[src/rtl/lsu_pkg.sv]
// lsu_pkg: MemOP encodings, memory-stage FSM states and the misalignment predicate.
package lsu_pkg;
    localparam logic [2:0] MEMOP_B  = 3'b000;
    localparam logic [2:0] MEMOP_H  = 3'b001;
    localparam logic [2:0] MEMOP_W  = 3'b010;
    localparam logic [2:0] MEMOP_BU = 3'b100;
    localparam logic [2:0] MEMOP_HU = 3'b101;

    typedef enum logic [1:0] {IDLE, REQ, WAIT, DONE} state_t;

    // funct3[1:0] gives the access size for both signed and unsigned variants
    function automatic logic misaligned(input logic [2:0] op, input logic [1:0] addr);
        return (op[1:0] == 2'b01 && addr[0]) || (op[1:0] == 2'b10 && addr != 2'b00);
    endfunction
endpackage

[src/rtl/lsu_load_align.sv]
// lsu_load_align: selects the addressed byte/half/word of a read word and extends it.
module lsu_load_align
    import lsu_pkg::*;
#(
    parameter int XLEN = 32
) (
    input  logic [XLEN-1:0] rdata,
    input  logic [1:0]      addr,
    input  logic [2:0]      mem_op,
    output logic [XLEN-1:0] data
);
    logic [XLEN-1:0] lane;

    always_comb begin
        lane = rdata >> {addr, 3'b000};
        data = mem_op == MEMOP_B  ? {{(XLEN-8){lane[7]}}, lane[7:0]} :
               mem_op == MEMOP_H  ? {{(XLEN-16){lane[15]}}, lane[15:0]} :
               mem_op == MEMOP_BU ? {{(XLEN-8){1'b0}}, lane[7:0]} :
               mem_op == MEMOP_HU ? {{(XLEN-16){1'b0}}, lane[15:0]} :
               rdata;
    end
endmodule

[src/rtl/lsu_mem_stage.sv]
// lsu_mem_stage: memory-access stage driving a req/gnt/rvalid bus, one transaction at a time.
module lsu_mem_stage
    import lsu_pkg::*;
#(
    parameter int XLEN   = 32,
    parameter int INST_W = 32
) (
    input  logic              clk,
    input  logic              rst,
    input  logic              lsu_valid,
    output logic              lsu_ready,
    input  logic              i_MemWr,
    input  logic              i_MemRd,
    input  logic [2:0]        i_MemOP,
    input  logic [XLEN-1:0]   i_ALUres,
    input  logic [XLEN-1:0]   i_wdata,
    input  logic [INST_W-1:0] i_inst,
    input  logic [XLEN-1:0]   i_pc,
    input  logic [1:0]        i_RegSrc,
    input  logic              i_RegWr,
    input  logic              i_IntrEn,
    input  logic [XLEN-1:0]   i_R_rs1,
    output logic              mem_req,
    output logic              mem_we,
    output logic [XLEN-1:0]   mem_addr,
    output logic [XLEN-1:0]   mem_wdata,
    output logic [3:0]        mem_wstrb,
    input  logic              mem_gnt,
    input  logic              mem_rvalid,
    input  logic [XLEN-1:0]   mem_rdata,
    input  logic              wbu_allow_in,
    output logic              o_valid,
    output logic [XLEN-1:0]   o_wb_data,
    output logic              o_fault,
    output logic [INST_W-1:0] o_inst,
    output logic [XLEN-1:0]   o_pc,
    output logic [1:0]        o_RegSrc,
    output logic              o_RegWr,
    output logic              o_IntrEn,
    output logic [XLEN-1:0]   o_R_rs1
);
    state_t          state, state_nxt;
    logic [XLEN-1:0] load_q, load_ext;
    logic            mem_op, fault, capture;

    assign mem_op = i_MemRd | i_MemWr;
    assign fault  = mem_op & misaligned(i_MemOP, i_ALUres[1:0]);

    lsu_load_align #(.XLEN(XLEN)) u_align (
        .rdata  (mem_rdata),
        .addr   (i_ALUres[1:0]),
        .mem_op (i_MemOP),
        .data   (load_ext)
    );

    always_ff @(posedge clk) begin
        if (!rst) begin
            state  <= IDLE;
            load_q <= '0;
        end else begin
            state <= state_nxt;
            if (capture && i_MemRd) load_q <= load_ext;
        end
    end

    always_comb begin
        state_nxt = state;
        capture   = 1'b0;
        o_valid   = 1'b0;
        lsu_ready = 1'b0;
        o_fault   = 1'b0;
        case (state)
            IDLE: begin
                if (mem_op && !fault) begin
                    state_nxt = lsu_valid ? REQ : IDLE;
                end else begin
                    o_valid   = lsu_valid;
                    lsu_ready = lsu_valid & wbu_allow_in;
                    o_fault   = lsu_valid & fault;
                end
            end
            REQ: begin
                // an rvalid without a grant is a protocol error and is ignored
                if (mem_gnt) begin
                    state_nxt = mem_rvalid ? DONE : WAIT;
                    capture   = mem_rvalid;
                end
            end
            WAIT: begin
                if (mem_rvalid) begin
                    state_nxt = DONE;
                    capture   = 1'b1;
                end
            end
            DONE: begin
                o_valid   = 1'b1;
                lsu_ready = wbu_allow_in;
                if (wbu_allow_in) state_nxt = IDLE;
            end
            default: state_nxt = IDLE;
        endcase
        if (!rst) {o_valid, lsu_ready, o_fault} = '0;
    end

    // reset removes the request in the same cycle, not one edge later
    assign mem_req   = rst & (state == REQ);
    assign mem_we    = i_MemWr;
    assign mem_addr  = {i_ALUres[XLEN-1:2], 2'b00};
    assign mem_wdata = i_MemOP[1:0] == 2'b00 ? {4{i_wdata[7:0]}} :
                       i_MemOP[1:0] == 2'b01 ? {2{i_wdata[15:0]}} : i_wdata;
    assign mem_wstrb = !i_MemWr              ? 4'b0000 :
                       i_MemOP[1:0] == 2'b00 ? 4'b0001 << i_ALUres[1:0] :
                       i_MemOP[1:0] == 2'b01 ? 4'b0011 << i_ALUres[1:0] : 4'b1111;

    // a faulting load made no access, so it reports the offending address instead
    assign o_wb_data = (i_MemRd && !fault) ? load_q : i_ALUres;
    assign o_inst    = i_inst;
    assign o_pc      = i_pc;
    assign o_RegSrc  = i_RegSrc;
    assign o_RegWr   = i_RegWr;
    assign o_IntrEn  = i_IntrEn;
    assign o_R_rs1   = i_R_rs1;
endmodule

[config.mk]
export PLATFORM = sky130hd
export DESIGN_NAME = lsu_mem_stage
export DESIGN_NICKNAME = d
export VERILOG_FILES = /design/src/rtl/lsu_pkg.sv /design/src/rtl/lsu_load_align.sv /design/src/rtl/lsu_mem_stage.sv
export SDC_FILE = /design/constraint.sdc
export NUM_CORES = 1
export LEC_CHECK = 0
export CAP_MARGIN = 20
export CORE_AREA = 2 2 162 164
export CTS_CLUSTER_DIAMETER = 100
export DETAILED_ROUTE_END_ITERATION = 10
export DIE_AREA = 0 0 164 166
export GPL_ROUTABILITY_DRIVEN = 0
export PLACE_DENSITY = 0.53
export SYNTH_ARGS = -nofsm -noshare
export SYNTH_HDL_FRONTEND = slang
export SYNTH_HIERARCHICAL = 1
export SYNTH_SLANG_ARGS = --single-unit
[constraint.sdc]
create_clock -name clk -period 4.45 [get_ports clk]
set_input_delay 0.89 -clock clk [delete_from_list [all_inputs] [get_ports clk]]
set_output_delay 0.89 -clock clk [all_outputs]
set_load 0.03 [all_outputs]
==> results of run 1 <==
registers in the layout (all words and copies together), names as in the netlist:
name	count
load_q	32
state	2
routing by layer:
layer	share of wire	vias up	wire (um)
met5	0.0022	-	40
met4	0.021	6	386
met3	0.13	22	2340
met2	0.53	259	9750
met1	0.32	1717	5890
li1	-	1829	-
synth_stat cells (2+ instances only):
master	n	share of area
mux2_2	19	0.048
buf_12	3	0.014
inv_1	7	0.0059
o21a_1	4	0.0068
buf_2	10	0.011
nand2b_1	9	0.013
a21boi_0	32	0.054
a22oi_1	7	0.012
clkbuf_1	14	0.012
nor3_1	2	0.0023
ha_1	8	0.023
nor2_1	6	0.0051
o21ai_0	22	0.025
mux2i_1	10	0.023
mux2_4	32	0.11
o22ai_1	7	0.0099
a21oi_1	5	0.0056
and2_1	2	0.0028
a221oi_1	7	0.014
buf_6	6	0.015
nand2_1	103	0.087
buf_4	141	0.24
o21ai_2	10	0.020
o2111ai_1	2	0.0040
nor2b_1	3	0.0042
nor3b_1	2	0.0034
dfxtp_1	34	0.15
o211ai_1	17	0.029
metrics by stage:
step                      area, um2  setup slack [ns]
after floorplan                4430             0.865
after global placement         5780             0.164
after detailed placement       5780             0.141
after CTS                      5950             0.140
after global routing           5950            0.0644
final                          5950             0.148
how the worst max path moves through the flow:
stage / startpoint / depth (start not counted) / slack (ns) / end
6_report: i_ALUres[1] / 9 / 0.15 / o_wb_data[14]
5_1_grt: i_ALUres[1] / 9 / 0.06 / o_wb_data[17]
4_1_cts: i_ALUres[0] / 9 / 0.14 / o_wb_data[14]
3_5_place_dp: i_ALUres[0] / 9 / 0.14 / o_wb_data[14]
3_3_place_gp: i_ALUres[0] / 9 / 0.16 / o_wb_data[6]
2_1_floorplan: i_ALUres[0] / 6 / 0.87 / lsu_ready
cells by family (layout without fill, tap and decap cells):
group / after synthesis / after routing / share of synthesized area
compound gates: 119 / 119 / 0.198
simple gates: 138 / 138 / 0.140
mux: 62 / 62 / 0.184
other cells: 1 / 2 / 0.000847
fa+ha+maj: 8 / 8 / 0.0226
flops: 34 / 34 / 0.154
buf+inv: 183 / 235 / 0.299
xor+xnor: 1 / 1 / 0.00198
worst register-to-register path, cell delays in order (launching register included):
cell and delay, ns:
dfxtp_1 0.39, inv_1 0.08, ha_1 0.35, nand3_1 0.12, or2_2 0.54, nand2_1 0.12, a21boi_0 0.19
power groups by stage:
| stage | Clock (mW) | Sequential [mW] | Combinational, mW |
|---|---|---|---|
| 6_report | 0.404 | 0.326 | 0.677 |
| 5_1_grt | 0.429 | 0.328 | 0.728 |
| 4_1_cts | 0.420 | 0.327 | 0.685 |
| 3_5_place_dp | 0 | 0.333 | 0.682 |
| 3_3_place_gp | 0 | 0.334 | 0.681 |
| 2_1_floorplan | 0 | 0.329 | 0.594 |
area by class of cell:
type,instances,area (um2)
Fill cell,2841,19700
Tap cell,335,419
Multi-Input combinational cell,330,2430
Inverter,8,30.0
Sequential cell,34,681
Timing Repair Buffer,220,2220
Clock inverter,1,30.0
Clock buffer,6,139
==> results.json, run 1 <==
{
  "p_seq_frac": 0.232,
  "wl_per_cell_um": 19.7,
  "clock_latency_ns": 0.28,
  "synth_edf_count": 0,
  "ctsLongestPathBuffers": 2,
  "grt_pass1_wl_mm": 25.9,
  "final_cells": 934,
  "use_met2": 0.250,
  "drive_gt1_frac": 0.170,
  "combPwrFrac": 0.481,
  "end_kind": "output port",
  "dr_total_vias": 3833,
  "crit_fanout": 13,
  "power_frac_clock": 0.287,
  "netSwitchingPower_uw": 487,
  "maxCapViolations": 0,
  "via_per_inst": 4.10,
  "fmax_mhz": 232,
  "die_w_um": 164,
  "antenna_found_initial": 3,
  "htreeDepth": 2,
  "grt_max_degree": 52,
  "synthCells": 546,
  "synth_ff_type": "dfxtp_1",
  "io_pins": 412,
  "critPathBufInv": 4,
  "synth-async-reset-ratio": 0,
  "power.leakage_nw": 2.17,
  "clkTransAtPathRegs_ns": 0.05,
  "tritoncts": "built",
  "hold_violations": 0,
  "min_from": "load_q[14]$_SDFFE_PN0P_",
  "synth-warning-count": 6,
  "netlist_area_um2": 4430,
  "reg2reg_slack_ns": 2.58,
  "period_needed_ns": 4.30,
  "cp_common_cell": "clkdlybuf4s50_1",
  "final_util": 0.232,
  "grtUsageMet3": 0.0629,
  "dieHeight_um": 166,
  "worstSetupPathType": "input port to output port",
  "slowest_stage": "clkdlybuf4s50_1",
  "grt_overflow": 0,
  "critPathLaunchType": "input port",
  "path_cells": "clkdlybuf4s50_1 > inv_1 > ha_1 > or3b_4 > and2_4 > nand2_8 > buf_12 > mux2_4 > clkdlybuf4s50_1",
  "power_mw": 1.41,
  "r2r_cells": 6,
  "routed_wl_mm": 18.4,
  "netlist-cell-type-count": 50,
  "hold_class": "flip-flop to flip-flop",
  "track_usage": 0.130,
  "clock_skew_ns": 0.00492,
  "cts_resized": 0,
  "drt-initial-drc-count": 144,
  "dp_cells": 927,
  "rsz0062_at_grt": "false",
  "whs_endpoint": "load_q[14]$_SDFFE_PN0P_",
  "ys_seq_elements": 34,
  "r2r-end": "load_q[3]$_SDFFE_PN0P_",
  "cp.required_ns": 3.56,
  "cts_setup_buffers": 0,
  "hpwl_mm": 15.7,
  "whs_path_depth": 2,
  "outcome": "finished, final reports clean",
  "io_buffers": 209,
  "r2r_start": "state[0]$_SDFFE_PN0P_",
  "busiest_layer": "met2",
  "swShare": 0.346,
  "diodes": 0,
  "cpPeakStageDelay_ns": 0.59,
  "met1_usage": 0.121,
  "p_int_uw": 920,
  "drt_pre_antenna_iters": 4,
  "syn_to_final_growth_pct": 34.3,
  "tightest_slew_ns": 0.895,
  "grt_pass1_vias": 3777,
  "holdBufCountCts": 0,
  "dieArea_um2": 27200,
  "cp.arrival_ns": 3.41,
  "final_cell_mix": "clkdlybuf4s50_1 (197), nand2_1 (103), dfxtp_1 (34), mux2_4 (32), a21boi_0 (32)",
  "setup_viol": 0,
  "coreArea_um2": 25600,
  "setup_tns_ns": 0,
  "path_delay_family": "buffers and inverters",
  "timing.final.crit_share": 0.967,
  "clock-sinks": 34,
  "irDropWorstVdd_mv": 0.142,
  "seq_area_frac_synth": 0.154,
  "cts-root-buf": "clkbuf_16",
  "drc": 0,
  "nets": 814,
  "drtAntennaViolNets": 0,
  "start_util": 0.173,
  "final_common_cell": "clkdlybuf4s50_1",
  "timing.final.max_slew_violations": 0,
  "p_per_area_nw_per_um2": 237,
  "timing.hold.ws_ns": 0.458,
  "fp-row-count": 59,
  "max-slew-margin-rel": 0.401,
  "syn_avg_cell_area_um2": 8.11,
  "cts_made_buffers": 5
}
(Power assumes the default switching activity.)
==> inputs of run 2 (changes only) <==
RECOVER_POWER = 50   (was not set)
==> run 2 against run 1 <==
Against the previous run:
- highest routed layer unchanged
- the run now ends with max-capacitance violations, max-slew violations left
- clock-buffer cell count is the same
- global-route usage is the same
- cell area is the same
- setup slack gained 0.0029 ns
==> results.json, run 2 (synthesized netlist as in run 1, its figures left out) <==
{
  "htreeDepth": 2,
  "final_common_cell": "clkdlybuf4s50_1",
  "hpwl_mm": 15.7,
  "fmax_mhz": 233,
  "p_seq_frac": 0.232,
  "syn_to_final_growth_pct": 34.3,
  "setup_viol": 0,
  "period_needed_ns": 4.30,
  "power.leakage_nw": 2.17,
  "nets": 814,
  "outcome": "finished with violations",
  "timing.final.max_slew_violations": 33,
  "timing.final.crit_share": 0.966,
  "rsz0062_at_grt": "false",
  "power_frac_clock": 0.287,
  "netSwitchingPower_uw": 487,
  "cp.arrival_ns": 3.41,
  "drive_gt1_frac": 0.169,
  "end_kind": "output port",
  "grt_pass1_wl_mm": 25.9,
  "io_pins": 412,
  "cts_made_buffers": 5,
  "swShare": 0.346,
  "combPwrFrac": 0.481,
  "max-slew-margin-rel": -0.224,
  "coreArea_um2": 25600,
  "clock_skew_ns": 0.00493,
  "cts-root-buf": "clkbuf_16",
  "wl_per_cell_um": 19.7,
  "routed_wl_mm": 18.4,
  "critPathLaunchType": "input port",
  "drtAntennaViolNets": 0,
  "drc": 0,
  "track_usage": 0.130,
  "violations": "max-capacitance violations, max-slew violations",
  "io_buffers": 209,
  "via_per_inst": 4.11,
  "hold_class": "flip-flop to flip-flop",
  "diodes": 0,
  "drt-initial-drc-count": 144,
  "holdBufCountCts": 0,
  "final_cell_mix": "clkdlybuf4s50_1 (196), nand2_1 (103), dfxtp_1 (34), mux2_4 (32), a21boi_0 (32)",
  "dieArea_um2": 27200,
  "grt_max_degree": 52,
  "tritoncts": "built",
  "clock_latency_ns": 0.28,
  "p_per_area_nw_per_um2": 237,
  "setup_ws_ns": 0.151,
  "p_int_uw": 920,
  "clkTransAtPathRegs_ns": 0.05,
  "post-place-ws_ns": 0.141,
  "worstSetupPathType": "input port to output port",
  "hold_violations": 0,
  "dieHeight_um": 166,
  "fp-row-count": 59,
  "ctsLongestPathBuffers": 2,
  "cp.required_ns": 3.56,
  "maxCapViolations": 1,
  "grt_pass1_vias": 3777,
  "start_util": 0.173,
  "setup_tns_ns": 0,
  "largest_register_ffs": 32,
  "cts_resized": 0,
  "irDropWorstVdd_mv": 0.142,
  "top_regs": "load_q x32, state x2",
  "crit_fanout": 13,
  "grt_overflow": 0,
  "dr_total_vias": 3838,
  "largest_register": "load_q",
  "tightest_slew_ns": 1.84,
  "die_w_um": 164,
  "drt_pre_antenna_iters": 4,
  "clock-sinks": 34,
  "antenna_found_initial": 3,
  "cts_setup_buffers": 0
}
## run 2: per-stage QoR
step / total power, mW / hold slack [ns] / instances / utilization / instance area, um2
6_report: 1.41 / 0.458 / 934 / 0.232 / 5950
5_1_grt: 1.48 / 0.485 / 934 / 0.232 / 5950
3_5_place_dp: 1.02 / 0.457 / 927 / 0.226 / 5780
2_1_floorplan: 0.924 / 0.441 / 547 / - / 4430
3_3_place_gp: 1.01 / 0.452 / 927 / 0.226 / 5780
4_1_cts: 1.43 / 0.465 / 934 / 0.232 / 5950
## run 2: critical path: stages
cell and delay, ns:
clkdlybuf4s50_1 0.47, inv_1 0.07, ha_1 0.21, or3b_4 0.39, and2_4 0.19, nand2_8 0.11
buf_12 0.17, mux2_4 0.30, clkdlybuf4s50_1 0.59
## run 2: worst paths after layout
check	from	end	slack [ns]	depth (start not counted)
worst max-delay path	i_ALUres[1]	o_wb_data[14]	0.15	9
worst min-delay path	load_q[14]$_SDFFE_PN0P_	load_q[14]$_SDFFE_PN0P_	0.46	2
worst max register to register	state[0]$_SDFFE_PN0P_	load_q[28]$_SDFFE_PN0P_	1.71	6
worst min register to register	load_q[14]$_SDFFE_PN0P_	load_q[14]$_SDFFE_PN0P_	0.46	2
## run 2: power groups by stage
stage                     logic, mW  clock network [mW]  registers [mW]
after floorplan               0.594                   0           0.329
after global placement        0.681                   0           0.334
after detailed placement      0.682                   0           0.333
after CTS                     0.685               0.420           0.327
after global routing          0.728               0.429           0.328
final                         0.677               0.404           0.326
## run 2: area by class of cell
class	count	area (um2)
repair buffers	220	2220
fillers	2841	19700
inverters	8	30.0
flip-flops and latches	34	681
multi-input cells	330	2430
clock buffers	6	139
clock inverters	1	30.0
well taps	335	419
## run 2: per-layer routing
metal	GRT usage	up-vias	wire (um)
met1	0.121	1726	5920
met3	0.0629	20	2320
met5	0.00364	-	40
li1	-	1831	-
met4	0.0290	6	381
met2	0.250	255	9750
==> inputs of run 3 (changes only) <==
SLEW_MARGIN = 20   (was not set)
==> results of run 3 <==
Same layout as run 2: the final DEF is identical, and so are final timing and power.
